<file path="config.mk">
export PLATFORM = sky130hd
export DESIGN_NAME = sobel_edge
export DESIGN_NICKNAME = d
export VERILOG_FILES = /design/src/rtl/sobel_edge_pkg.sv /design/src/rtl/sobel_line_buffer.sv /design/src/rtl/sobel_edge.sv
export SDC_FILE = /design/constraint.sdc
export NUM_CORES = 1
export LEC_CHECK = 0
export BUFFER_PORTS_ARGS = -buffer_cell sky130_fd_sc_hd__buf_2
export CORE_MARGIN = 2
export CORE_UTILIZATION = 30
export CTS_BUF_LIST = sky130_fd_sc_hd__clkbuf_4
export DETAILED_ROUTE_END_ITERATION = 8
export GPL_ROUTABILITY_DRIVEN = 0
export SLEW_MARGIN = 20
export SYNTH_ARGS = -nofsm -noshare
export SYNTH_HDL_FRONTEND = slang
export SYNTH_SLANG_ARGS = --single-unit
</file>
<file path="constraint.sdc">
create_clock -name Clk -period 7.7 [get_ports Clk]
set_input_delay 0.77 -clock Clk [delete_from_list [all_inputs] [get_ports Clk]]
set_output_delay 0.77 -clock Clk [all_outputs]
set_load 0.02 [all_outputs]
</file>
<file path="src/rtl/sobel_edge_pkg.sv">
// Shared constants, state type and helpers for the Sobel edge detector.
package sobel_edge_pkg;

  localparam int unsigned PixW   = 8;
  localparam int unsigned MagW   = 11;
  localparam int unsigned CoordW = 8;

  typedef enum logic {StIdle, StRun} sobel_state_e;

  // Magnitude of a two's-complement gradient; inputs never reach -1024.
  function automatic logic [MagW-1:0] abs_grad(input logic [MagW-1:0] g);
    return g[MagW-1] ? (~g + 1'b1) : g;
  endfunction

endpackage

</file>
<file path="src/rtl/sobel_line_buffer.sv">
// One line of pixel storage: one write and one registered read per cycle.
module sobel_line_buffer
  import sobel_edge_pkg::*;
#(
  parameter int unsigned COLS = 10,
  localparam int unsigned AW = (COLS > 1) ? $clog2(COLS) : 1
) (
  input  logic            Clk,
  input  logic            we_i,
  input  logic [AW-1:0]   waddr_i,
  input  logic [PixW-1:0] wdata_i,
  input  logic [AW-1:0]   raddr_i,
  output logic [PixW-1:0] rdata_o
);

  logic [PixW-1:0] mem_q [COLS];
  logic [PixW-1:0] rdata_q;

  // Read returns the value stored before this cycle's write.
  always_ff @(posedge Clk) begin
    rdata_q <= mem_q[raddr_i];
    if (we_i) begin
      mem_q[waddr_i] <= wdata_i;
    end
  end

  assign rdata_o = rdata_q;

endmodule

</file>
<file path="src/rtl/sobel_edge.sv">
// Streaming 3x3 Sobel edge detector with raster-order pixel input.
module sobel_edge
  import sobel_edge_pkg::*;
#(
  parameter int unsigned COLS   = 10,
  parameter int unsigned ROWS   = 10,
  parameter int unsigned THRESH = 100
) (
  input  logic              Clk,
  input  logic              nReset,
  input  logic [PixW-1:0]   Pixel,
  input  logic              Frame,
  input  logic              Line,
  output logic              EdgeValid,
  output logic              Edge,
  output logic [MagW-1:0]   Mag,
  output logic [CoordW-1:0] EdgeX,
  output logic [CoordW-1:0] EdgeY,
  output logic              FrameDone
);

  localparam int unsigned AW = (COLS > 1) ? $clog2(COLS) : 1;
  localparam logic [CoordW:0]   ColsLim = (CoordW+1)'(COLS);
  localparam logic [CoordW:0]   RowsLim = (CoordW+1)'(ROWS);
  localparam logic [CoordW-1:0] LastX   = CoordW'(COLS - 2);
  localparam logic [CoordW-1:0] LastY   = CoordW'(ROWS - 2);
  localparam logic [MagW-1:0]   Thresh  = MagW'(THRESH);

  sobel_state_e      state_q, state_d;
  logic [CoordW-1:0] col_q, col_d, row_q, row_d;
  logic              accept;
  logic              act_q, win_valid_q, win_valid_d;
  logic [CoordW-1:0] cx_q, cy_q;
  logic [PixW-1:0]   pix_q, rd1, rd2;
  logic              wb_en;

  // Columns of the 3x3 window; element 0 is the top row.
  logic [2:0][PixW-1:0] colm2_q, colm1_q, right_col;

  logic [MagW-1:0]   gx_pos, gx_neg, gy_pos, gy_neg, gx_d, gy_d, gx_q, gy_q;
  logic              s2_valid_q;
  logic [CoordW-1:0] s2_x_q, s2_y_q;
  logic [MagW-1:0]   mag_d;

  assign accept = Frame || (state_q == StRun);

  // Next state and position of the pixel presented this cycle.
  always_comb begin
    state_d = state_q;
    col_d   = col_q;
    row_d   = row_q;
    unique case (state_q)
      StIdle: if (Frame) state_d = StRun;
      StRun:  state_d = StRun;
    endcase
    if (Frame) begin
      col_d = '0;
      row_d = '0;
    end else if (state_q == StRun) begin
      if (Line) begin
        col_d = '0;
        if (row_q != '1) row_d = row_q + 1'b1;
      end else if (col_q != '1) begin
        col_d = col_q + 1'b1;
      end
    end
    win_valid_d = accept && (col_d >= CoordW'(2)) && (row_d >= CoordW'(2)) &&
                  ({1'b0, col_d} < ColsLim) && ({1'b0, row_d} < RowsLim);
  end

  // State, counters and the window-stage pixel register.
  always_ff @(posedge Clk) begin
    if (nReset) begin
      state_q     <= StIdle;
      col_q       <= '0;
      row_q       <= '0;
      act_q       <= 1'b0;
      win_valid_q <= 1'b0;
      cx_q        <= '0;
      cy_q        <= '0;
      pix_q       <= '0;
    end else begin
      state_q     <= state_d;
      col_q       <= col_d;
      row_q       <= row_d;
      act_q       <= accept;
      win_valid_q <= win_valid_d;
      cx_q        <= col_d - CoordW'(1);
      cy_q        <= row_d - CoordW'(1);
      pix_q       <= Pixel;
    end
  end

  // Write-back happens one cycle after the read of the same column.
  assign wb_en = act_q && ({1'b0, col_q} < ColsLim);

  sobel_line_buffer #(.COLS(COLS)) u_lb_row1 (
    .Clk     (Clk),
    .we_i    (wb_en),
    .waddr_i (col_q[AW-1:0]),
    .wdata_i (pix_q),
    .raddr_i (col_d[AW-1:0]),
    .rdata_o (rd1)
  );

  sobel_line_buffer #(.COLS(COLS)) u_lb_row2 (
    .Clk     (Clk),
    .we_i    (wb_en),
    .waddr_i (col_q[AW-1:0]),
    .wdata_i (rd1),
    .raddr_i (col_d[AW-1:0]),
    .rdata_o (rd2)
  );

  assign right_col = {pix_q, rd1, rd2};

  // Shift the window left by one column every cycle.
  always_ff @(posedge Clk) begin
    colm2_q <= colm1_q;
    colm1_q <= right_col;
  end

  // Horizontal and vertical gradients as 11-bit two's complement.
  always_comb begin
    gx_pos = MagW'(right_col[0]) + (MagW'(right_col[1]) << 1) + MagW'(right_col[2]);
    gx_neg = MagW'(colm2_q[0]) + (MagW'(colm2_q[1]) << 1) + MagW'(colm2_q[2]);
    gy_pos = MagW'(colm2_q[2]) + (MagW'(colm1_q[2]) << 1) + MagW'(right_col[2]);
    gy_neg = MagW'(colm2_q[0]) + (MagW'(colm1_q[0]) << 1) + MagW'(right_col[0]);
    gx_d   = gx_pos - gx_neg;
    gy_d   = gy_pos - gy_neg;
    mag_d  = abs_grad(gx_q) + abs_grad(gy_q);
  end

  // Gradient register stage.
  always_ff @(posedge Clk) begin
    if (nReset) begin
      s2_valid_q <= 1'b0;
      gx_q       <= '0;
      gy_q       <= '0;
      s2_x_q     <= '0;
      s2_y_q     <= '0;
    end else begin
      s2_valid_q <= win_valid_q;
      gx_q       <= gx_d;
      gy_q       <= gy_d;
      s2_x_q     <= cx_q;
      s2_y_q     <= cy_q;
    end
  end

  // Magnitude/compare output stage; data outputs hold between results.
  always_ff @(posedge Clk) begin
    if (nReset) begin
      EdgeValid <= 1'b0;
      Edge      <= 1'b0;
      Mag       <= '0;
      EdgeX     <= '0;
      EdgeY     <= '0;
      FrameDone <= 1'b0;
    end else begin
      EdgeValid <= s2_valid_q;
      Edge      <= s2_valid_q && (mag_d >= Thresh);
      if (s2_valid_q) begin
        Mag   <= mag_d;
        EdgeX <= s2_x_q;
        EdgeY <= s2_y_q;
      end
      FrameDone <= EdgeValid && (EdgeX == LastX) && (EdgeY == LastY);
    end
  end

endmodule

</file>
==> results by group <==
Logic synthesis
  • Post-synthesis adder-cell area fraction: 12.3%
  • EDFF count, synth: 160
  • Yosys top cell by area: edfxtp_1
  • Mux share of post-synthesis cell area: 3.25%
  • Cell area after synthesis: 14800 sq um
  • Synth Area in Compound Gates: 9.82%
  • Synth async-reset ratio: 0%
  • Post-Syn Area per Cell: 12.0 sq um
  • Synth cell types: 75
  • Predominant post-synthesis flop cell: dfxtp_1
  • Largest family of logic cells by synthesized area: adder cells
  • Post-Synth Simple-Gate Area: 11.8%
  • Synth top area cells: edfxtp_1 32%, dfxtp_1 24%, fa_1 8.5%, ha_1 3.8%, inv_1 3.1%
  • Yosys warnings: 0
  • Area fraction of the dominant cell type after synthesis: 32.4%
  • Mapped Nets: 1357
  • Synth Area in XOR/XNOR: 2.13%
  • Commonest cells in the netlist: 175 x dfxtp_1, 160 x edfxtp_1, 123 x inv_1
  • #FFs+latches synth: 335
  • Most common cell in the netlist: dfxtp_1
  • Synthesized netlist cell count: 1237
  • Sequential share of the synthesized area: 56.1%

Floorplan
  • Die height: 226 um
  • Die ar.: 51200 sq um
  • Chip width: 226 um
  • Initial Util: 30.3%
  • Core area: 48800 sq um
  • Std cell rows: 81
  • Io pins: 42

Place
  • Dpl hpwl: 21.6 mm
  • IO Port Bufs: 41

Critical path
  • Worst Path Arrival: 4.71 ns
  • R2R Setup Slk: 3.58 ns
  • Startpoint Class: register
  • Critical Path End Type: register
  • R2R Path End: gy_q[9]$_SDFF_PP0_
  • Critical Path Fanout Max: 12
  • CP required: 8.29 ns
  • CP Class: register to register
  • FF-to-FF path depth: 14
  • RR Startpoint: pix_q[0]$_SDFF_PP0_

Global routing
  • Largest net degree at the start of global routing: 75
  • Vias in the first global route: 9960
  • GR Overflow Total: 0
  • First-pass GRT wire length: 53.3 mm
  • Initial antenna violation count: 1
  • Gr usage total: 13.5%

STA
  • Fin crit share: 53.5%
  • Worst slew margin: 23.7%
  • Hold Vio Cnt, Final: 0
  • Max frequency: 243 MHz
  • # setup viols final: 0
  • RSZ-0062 raised after global routing: false
  • Clk_skew: 0.0478 ns
  • Slew @ Worst Pin: 1.14 ns
  • Total negative setup slack: 0 ns
  • Max-slew violations: 0
  • Tmin final: 4.12 ns

Clock network
  • Clock root buffer: clkbuf_4
  • Inserted Clock Buffers: 87
  • Sink Count: 335
  • Post-CTS Resized: 0
  • Clk buf depth: 3
  • Clk_lat worst skew: 0.74 ns
  • H-tree levels: 3
  • CTS clk-pin slew, worst paths: 0.06 ns
  • Cts-stage hold buffer count: 0
  • CTS tree: yes
  • Setup Fix Bufs, Post-CTS: 0

Worst hold path
  • Type of the worst min-delay path: input pin to register
  • Hold Crit Endpoint: pix_q[6]$_SDFF_PP0_
  • Hold Crit Start: Pixel[6]
  • Hold depth: 2

Flow run
  • Number of max-cap violations: 0

Layout
  • Layout Utilization: 34.8%
  • Nets@finish: 1455
  • Fraction of layout cells with a size suffix above 1: 16.1%
  • P&R area growth vs syn: 14.7%

Routing
  • DR vias: 9794
  • # DRC: 0
  • DR vias/cell: 4.72
  • Post-route ant nets: 0
  • Initial detailed-routing violation count: 749
  • Post-Route WL: 33.8 mm
  • 1st-pass router iterations: 5
  • Routed len/inst: 16.3 um

Power and ir drop
  • VDD IR-drop max: 138 uV
  • Lkg Pwr: 6.72 nW
  • Power Dens Cells: 328 nW/um^2

Outcome
  • Status: complete, no violations
-- metal layers --
layer / track usage [%] / part of all wire [%]
met5: 0 / 0
met4: 5.16 / 2.3
met3: 2.90 / 6.2
met2: 22.7 / 48
met1: 16.9 / 43
-- placed cells by master, fill, tap and decap left out, types with 4 or more instances in the layout --
master	instances
xnor2_1	25
fa_1	63
nand2_1	53
diode_2	4
nor2_1	93
mux2_2	5
nor4_1	7
o21ai_0	21
xor2_1	11
nand2b_1	11
nor2b_1	45
a211oi_1	35
a21o_1	5
a21oi_1	40
o21a_1	6
dfxtp_1	175
clkinv_1	18
and4_1	4
buf_4	16
o31ai_1	10
inv_1	123
edfxtp_1	160
nand4_1	10
nor3_1	46
and3_1	23
and2_1	4
nand3_1	10
buf_2	40
o211ai_1	13
a222oi_1	14
mux2i_1	40
o41ai_1	4
a211o_1	20
clkbuf_4	136
ha_1	45
or3_1	8
-- worst max-delay path by stage --
stage	start	endpoint	depth (start not counted)
after CTS	pix_q[0]$_SDFF_PP0_	gx_q[8]$_SDFF_PP0_	12
final	pix_q[0]$_SDFF_PP0_	gy_q[9]$_SDFF_PP0_	14
after global routing	pix_q[0]$_SDFF_PP0_	gx_q[8]$_SDFF_PP0_	12
after detailed placement	pix_q[0]$_SDFF_PP0_	gx_q[8]$_SDFF_PP0_	12
after floorplan	pix_q[0]$_SDFF_PP0_	gy_q[9]$_SDFF_PP0_	14
after global placement	pix_q[0]$_SDFF_PP0_	gx_q[8]$_SDFF_PP0_	12
-- worst max-delay path, stage by stage (launching register included) --
cell	delay (ns)
dfxtp_1	0.59
inv_1	0.18
fa_1	0.56
inv_1	0.05
fa_1	0.38
fa_1	0.47
ha_1	0.22
inv_1	0.07
fa_1	0.19
nor2b_1	0.06
o21ai_0	0.21
a21boi_0	0.16
o21a_1	0.23
o41ai_1	0.26
mux2_2	0.37
-- registers in the layout, summed over array words and instances, names as in the netlist, 11 cells and up --
register / cells
colm2_q: 24
u_lb_row2.mem_q: 80
Mag: 11
gx_q: 11
gy_q: 11
u_lb_row1.mem_q: 80
colm1_q: 24
-- metrics by stage --
step                      instance area [sq um]  hold WS, ns  setup slack (ns)  total power, mW  cells
after CTS                                 17000        0.196              3.50             5.64   2073
after global placement                    15800        0.310              3.60             3.96   1910
after floorplan                           14800        0.310              4.03             3.58   1237
after detailed placement                  15800        0.313              3.53             4.00   1910
final                                     17000        0.254              3.58             5.57   2077
after global routing                      17000        0.217              3.19             6.01   2075
-- cells by family (layout without fill, tap and decap cells) --
family,count (synthesis),after routing
AND/OR/NAND/NOR,340,340
flip-flops,335,335
AO/OA/AOI/OAI,200,200
buffers and inverters,171,343
adder cells (fa/ha/maj),108,108
multiplexers,47,47
XOR/XNOR,36,36
other,0,4
-- where the power goes --
group	switching, mW	internal (mW)
registers	0.102	1.98
logic	1.06	0.826
clock network	0.722	0.876
total	1.88	3.68
-- layout make-up --
cell class | instances | area (sq um)
diodes | 4 | 10.0
clock buffers | 136 | 1020
clock inverters | 27 | 176
fillers | 4908 | 31900
inverters | 124 | 468
multi-input cells | 731 | 5850
flip-flops and latches | 335 | 8310
well taps | 664 | 831
repair buffers | 56 | 320
Power figures use the tool's default switching activity.
